===== config.mk =====
export PLATFORM = sky130hd
export DESIGN_NAME = l15_int_decoder
export DESIGN_NICKNAME = d
export VERILOG_FILES = /design/src/rtl/l15_int_decoder.sv
export SDC_FILE = /design/constraint.sdc
export NUM_CORES = 1
export LEC_CHECK = 0
export CAP_MARGIN = 25
export CORE_MARGIN = 2
export CORE_UTILIZATION = 24
export CTS_BUF_LIST = sky130_fd_sc_hd__clkbuf_4
export DETAILED_ROUTE_END_ITERATION = 7
export PLACE_DENSITY = 0.83
export SETUP_SLACK_MARGIN = 0.3
export SLEW_MARGIN = 15
export SYNTH_ARGS = -nofsm -noshare
export SYNTH_HDL_FRONTEND = slang
export SYNTH_SLANG_ARGS = --single-unit

===== constraint.sdc =====
create_clock -name clk_i -period 1.5 [get_ports clk_i]
set_input_delay 0.3 -clock clk_i [delete_from_list [all_inputs] [get_ports clk_i]]
set_output_delay 0.3 -clock clk_i [all_outputs]
set_load 0.02 [all_outputs]

===== src/rtl/l15_int_decoder.sv =====
// l15_int_decoder: turns L1.5 interrupt-return packets into core wake-up, request enable,
// IPI level and debug-request pulses, with an optional sleep timeout wake-up.
module l15_int_decoder #(
   parameter int WakeTimeoutW = 16,
   parameter int UseTimeout = 0,
   parameter int IpiHoldCycles = 4,
   parameter int DbgPulseCycles = 2,
   parameter logic [3:0] IntRetType = 4'b0111
) (
   input  logic        clk_i,
   input  logic        rst_i,
   input  logic        rtrn_val_i,
   input  logic [3:0]  rtrn_type_i,
   input  logic [63:0] rtrn_data0_i,
   output logic        wake_up_o,
   output logic        req_en_o,
   output logic        ipi_o,
   output logic        debug_req_o,
   output logic        idle_o
);
   localparam int IW = $clog2(IpiHoldCycles + 1);
   localparam int DW = $clog2(DbgPulseCycles + 1);
   typedef enum logic [1:0] {SLEEP, AWAKE, PARKED} state_t;
   state_t state;
   logic [WakeTimeoutW-1:0] tmo_cnt;
   logic [IW-1:0] ipi_cnt;
   logic [DW-1:0] dbg_cnt;
   logic [1:0] cls;
   logic [5:0] vec;
   logic q, pwr_on, dbg, ipi, idle, resume, timeout, unused_bits;
   assign cls = rtrn_data0_i[17:16];
   assign vec = rtrn_data0_i[5:0];
   assign unused_bits = ^{rtrn_data0_i[63:18], rtrn_data0_i[15:6]};
   assign q = rtrn_val_i && rtrn_type_i == IntRetType;
   assign pwr_on = q && cls == 2'b01 && vec == 6'd1;
   assign dbg = q && cls == 2'b01 && vec == 6'd2;
   assign ipi = q && cls == 2'b00;
   assign idle = q && cls == 2'b10;
   assign resume = q && cls == 2'b11;
   assign timeout = tmo_cnt[WakeTimeoutW-1];
   assign req_en_o = state == AWAKE;
   assign idle_o = state == PARKED;
   assign ipi_o = ipi_cnt != '0;
   assign debug_req_o = dbg_cnt != '0;
   always_ff @(posedge clk_i or posedge rst_i) begin
      if (rst_i) begin
         state <= SLEEP;
         wake_up_o <= 1'b0;
         tmo_cnt <= '0;
         ipi_cnt <= '0;
         dbg_cnt <= '0;
      end else begin
         // counter saturates at its MSB so the timeout stays asserted
         if (state == SLEEP && !timeout) tmo_cnt <= tmo_cnt + WakeTimeoutW'(1);
         case (state)
            SLEEP: if (pwr_on || (UseTimeout != 0 && timeout)) begin
               state <= AWAKE;
               wake_up_o <= 1'b1;
            end
            AWAKE: if (idle) state <= PARKED;
            PARKED: if (resume || pwr_on || ipi) state <= AWAKE;
            default: state <= SLEEP;
         endcase
         if (ipi && state != SLEEP) ipi_cnt <= IW'(IpiHoldCycles);
         else if (ipi_cnt != '0) ipi_cnt <= ipi_cnt - IW'(1);
         if (dbg) dbg_cnt <= DW'(DbgPulseCycles);
         else if (dbg_cnt != '0) dbg_cnt <= dbg_cnt - DW'(1);
      end
   end
endmodule

# After elaboration in Yosys (flattened, before gate mapping)
# Index checks and enable logic that the tools add are counted.
dict set report op_classes {
  addsub 2
  n_eq_ne 11
  muxes 8
  reduce_logical 19
}
# operator count
set op_table {}
lappend op_table {{$mux W2} 5}
lappend op_table {{$logic_and A1 B1 Y1} 8}
lappend op_table {{$reduce_bool A2 Y1} 4}
lappend op_table {{$eq A2 B2 Y1 const B} 3}
lappend op_table {{$eq A6 B1 Y1 const B} 1}
lappend op_table {{$eq A6 B2 Y1 const B} 1}
lappend op_table {{$mux W3} 2}
lappend op_table {{$pmux W2 S3} 1}
lappend op_table {{$eq A2 B1 Y1 const B} 2}
lappend op_table {{$eq A4 B3 Y1 const B} 1}
lappend op_table {{$logic_not A2 Y1} 2}
lappend op_table {{$ne A2 B1 Y1 const B} 2}
lappend op_table {{$reduce_and A3 Y1} 1}
lappend op_table {{$reduce_bool A3 Y1} 1}
lappend op_table {{$sub A3 B1 Y3 const B} 1}
lappend op_table {{$logic_or A1 B1 Y1} 2}
lappend op_table {{$ne A2 B2 Y1 const B} 1}
lappend op_table {{$reduce_and A2 Y1} 1}
lappend op_table {{$sub A2 B1 Y2 const B} 1}
dict set report word_totals {
  in_bits 71
  out_inout_bits 5
  ff_bits 8
  elab_cells 44
}

# Longest topological paths before layout
dict set report logic_depth {
  depth_word 8
  ltp_mapped 5
  depth_no_buf 5
}

# Worst setup path before layout
# OpenSTA, ideal clock, no wires.
dict set report synth_timing {
  path_type {flip-flop to flip-flop}
  start {register dbg_cnt[0]}
  end {register dbg_cnt[1]}
  arrival_time_ps 1157
  synth_period_minus_slack_ps 1224
  setup_time_ps 67
  n_path_buf 0
  stages_incl_launch_ff 6
  setup_slack_ps 276
  cell_sequence {dfrtp_1 > inv_1 > ha_1 > inv_1 > mux2_2 > nand2_1}
}
# item line_no
set synth_lines {}
lappend synth_lines {{start: declaration} 27} ;# logic [DW-1:0] dbg_cnt;
lappend synth_lines {{start signal: assignment} 66} ;# if (dbg) dbg_cnt <= DW'(DbgPulseCycles);
lappend synth_lines {{start signal: assignment} 67} ;# else if (dbg_cnt != '0) dbg_cnt <= dbg_cnt - DW'(1);
lappend synth_lines {{$reduce_bool A2 Y1} -}
lappend synth_lines {{via debug_req_o} 18} ;# output logic debug_req_o,
lappend synth_lines {{$reduce_bool A2 Y1 (no line)} -}
# The timed path passes the listed nets, and every way through them passes these cells. The select of a mux whose other input is x is not followed.
# A chain may end at the register's enable or synchronous reset.

# Worst setup path in the final report
dict set report layout_timing {
  start {register ipi_cnt[0]}
  end {output port ipi_o}
}
dict set report layout_between {
  elab_chain_len 1
}
# item line_no
set layout_rtl {}
lappend layout_rtl {{start: declaration} 26} ;# logic [IW-1:0] ipi_cnt;
lappend layout_rtl {{start signal: assignment} 64} ;# if (ipi && state != SLEEP) ipi_cnt <= IW'(IpiHoldCycles);
lappend layout_rtl {{start signal: assignment} 65} ;# else if (ipi_cnt != '0) ipi_cnt <= ipi_cnt - IW'(1);
lappend layout_rtl {{$reduce_bool A3 Y1} 43} ;# assign ipi_o = ipi_cnt != '0;
lappend layout_rtl {{end: declaration} 17} ;# output logic ipi_o,
# Every way passes these cells.

==> metrics.yaml <==
final_common_cell: "buf_4"
grt-ovfl-total: 0
cp_max_fo: 2
fin_cells: 130
die_height_um: 50.3
ys.flop_type: "dfrtp_1"
syn_area_um2: 515
status: "completed"
clkSinkCount: 8
multi_input_area_um2: 424
period_needed_ns: 1.36
hold_class: "input port to asynchronous set/reset pin"
cts_buffers: 3
die_area_um2: 2530
finalMaxSlewViolations: 0
clkLatencyLatePin_ns: 0.26
seq_area_um2: 200
io_pins: 76
synth_top_family_by_area: "simple AND/OR/NAND/NOR gates"
grt_antenna_before_repair: 0
synth_fa_ha_area_share_pct: 7.28
internal_power_mw: 1.09
grt_max_degree: 9
max-slew-margin-rel_pct: 78.4
ys_warn_count: 0
fin_nets: 179
grt_util_met1_pct: 13.2
pwr-share-clk_pct: 9.7
drtAntennaViolNets: 0
n_fill_cell: 171
p_leak_nw: 0.566
rsz0062_at_grt: "true"
power.density_nw_per_um2: 1520
cp_slowest_cell: "dfrtp_1"
dp_hpwl_um: 996
start_util_pct: 25.7
drtIter0Drc: 13
grt_pass1_wl_mm: 2.43
drc: 0
required_ns: 1.20
grt_util_met2_pct: 25.0
vias: 600
grt_usage_pct: 13.3
endpoint_kind: "output pin"
maxCapViolations: 0
switching_share_pct: 35.3
cp_cell_sequence: "inv_2 > ha_4 > nand2b_4 > buf_6"
cts.path.max_buffers: 2
cts_root_buf: "clkbuf_4"
syn_to_final_growth_pct: 116
antenna_cells: 0
h-tree-depth: 1
ir_worst_vdd_v: 0.000949
totalWireLength_mm: 1.64
gp_congestion: 0.857
syn_nets: 128
grt_pass1_vias: 612
synth_xor_area_share_pct: 3.40
synthMuxAreaShare_pct: 2.18
synth_cells: 54
finalCritPeriodShare_pct: 90.8
mostFrequentLayoutCells: "buf_4 (24), dfrtp_1 (8), buf_6 (7), inv_2 (5)"
switchingPower_uw: 596
synth_edf_count: 0
worstSetupPathType: "flip-flop to output pin"
rows: 16
seqPwrFrac_pct: 20.9
cp.arrival_ns: 1.06
worstSetupStartpointType: "flip-flop"
worst_slew_pin_slew_ns: 0.324
rr_worst_depth: 7
use_met3_pct: 0.893
portBuffers: 19
hold_viol: 0
gr-max-usage-layer: "met2"
critical-path-max-stage-delay_ns: 0.39
drive_gt1_share_pct: 62.1
ys_seq_elements: 8
coreArea_um2: 2000
synth-compound-area-share_pct: 16.3
fmax_ghz: 0.734
async_flop_share_pct: 100
viasPerCell: 4.62
avgSynthCellArea_um2: 9.55
dp_cells: 114
clk_pin_slew_ns: 0.05
avgRoutedWirePerCell_um: 12.6
finalSetupViolations: 0
synth-simple-area-share_pct: 26.9
fp.dieW_um: 50.3
dr.pass1.iters: 5
utilization_pct: 55.6
power_frac_comb_pct: 69.3
finClkSkew_ns: 0.000681
ys_types: 27
cts_tree: "built"
synth-seq-area-share_pct: 38.8
[final cells by class]
type | count | area share (%)
Sequential cell | 8 | 18.0
Tap cell | 27 | 3.04
Inverter | 7 | 2.36
Timing Repair Buffer | 46 | 36.4
Multi-Input combinational cell | 39 | 38.1
Clock buffer | 3 | 2.02
[through the flow]
stage / TNS (ns) / power, mW / setup WS [ns] / hold WS [ns] / area [um2]
6_report: 0 / 1.69 / 0.138 / 0.298 / 1110
5_1_grt: 0 / 1.81 / 0.112 / 0.333 / 1110
4_1_cts: 0 / 1.53 / 0.154 / 0.307 / 1020
3_5_place_dp: -1.01 / 1.06 / -0.219 / 0.468 / 845
3_3_place_gp: -0.809 / 1.02 / -0.202 / 0.457 / 845
2_1_floorplan: 0 / 0.714 / 0.322 / 0.116 / 515
[state kept, by name (all words and copies together), names as in the netlist]
register,flops
state,2
ipi_cnt,3
dbg_cnt,2
wake_up_o,1
[power groups by stage]
stage	Sequential [mW]	Combinational [mW]	Clock, mW
final	0.354	1.17	0.164
after floorplan	0.340	0.374	0
after CTS	0.355	1.01	0.167
after global routing	0.362	1.27	0.174
after global placement	0.336	0.683	0
after detailed placement	0.342	0.723	0
[layer usage]
metal | wire, um | vias up
met1 | 610 | 282
met5 | 0 | -
met4 | 55 | 0
met3 | 87 | 4
li1 | - | 284
met2 | 887 | 30
[timing repair]
action	CTS	global route
resized for setup	65	18
hold buffers	0	0
pin swaps	11	9
cloned	0	0
setup endpoints to repair	12	13
buffers inserted	8	5
[worst paths after layout]
kind	to	slack, ns	startpoint
worst max-delay path	ipi_o	0.14	ipi_cnt[0]$_DFFE_PP0P_
worst min-delay path	ipi_cnt[0]$_DFFE_PP0P_	0.30	rst_i
worst max register to register	ipi_cnt[0]$_DFFE_PP0P_	0.25	ipi_cnt[0]$_DFFE_PP0P_
worst min register to register	wake_up_o$_DFFE_PP0P_	0.47	wake_up_o$_DFFE_PP0P_
max in group asynchronous	state[1]$_DFFE_PP0P_	0.96	rst_i
min in group clk_i	state[1]$_DFFE_PP0P_	0.42	rtrn_data0_i[16]
[critical path, delay by kind of cell, from the launching register on]
family	cells	cell delay [ns]
buf+inv	2	0.21
flops	1	0.39
fa+ha+maj	1	0.15
simple gates	1	0.06
[synth_stat cells (2+ instances only)]
| cell | number | share of area, % |
|---|---|---|
| nor2b_1 | 6 | 7.3 |
| inv_1 | 7 | 5.1 |
| nand2_1 | 3 | 2.2 |
| nor2_1 | 4 | 2.9 |
| a21oi_1 | 2 | 1.9 |
| ha_1 | 3 | 7.3 |
| dfrtp_1 | 8 | 39 |
| xnor2_1 | 2 | 3.4 |
[kinds of logic after synthesis]
group / count (synthesis)
AO/OA/AOI/OAI: 12
multiplexers: 1
AND/OR/NAND/NOR: 21
XOR/XNOR: 2
buffers and inverters: 7
flip-flops: 8
adder cells (fa/ha/maj): 3
Note: power is estimated with default switching activity, not from simulation.
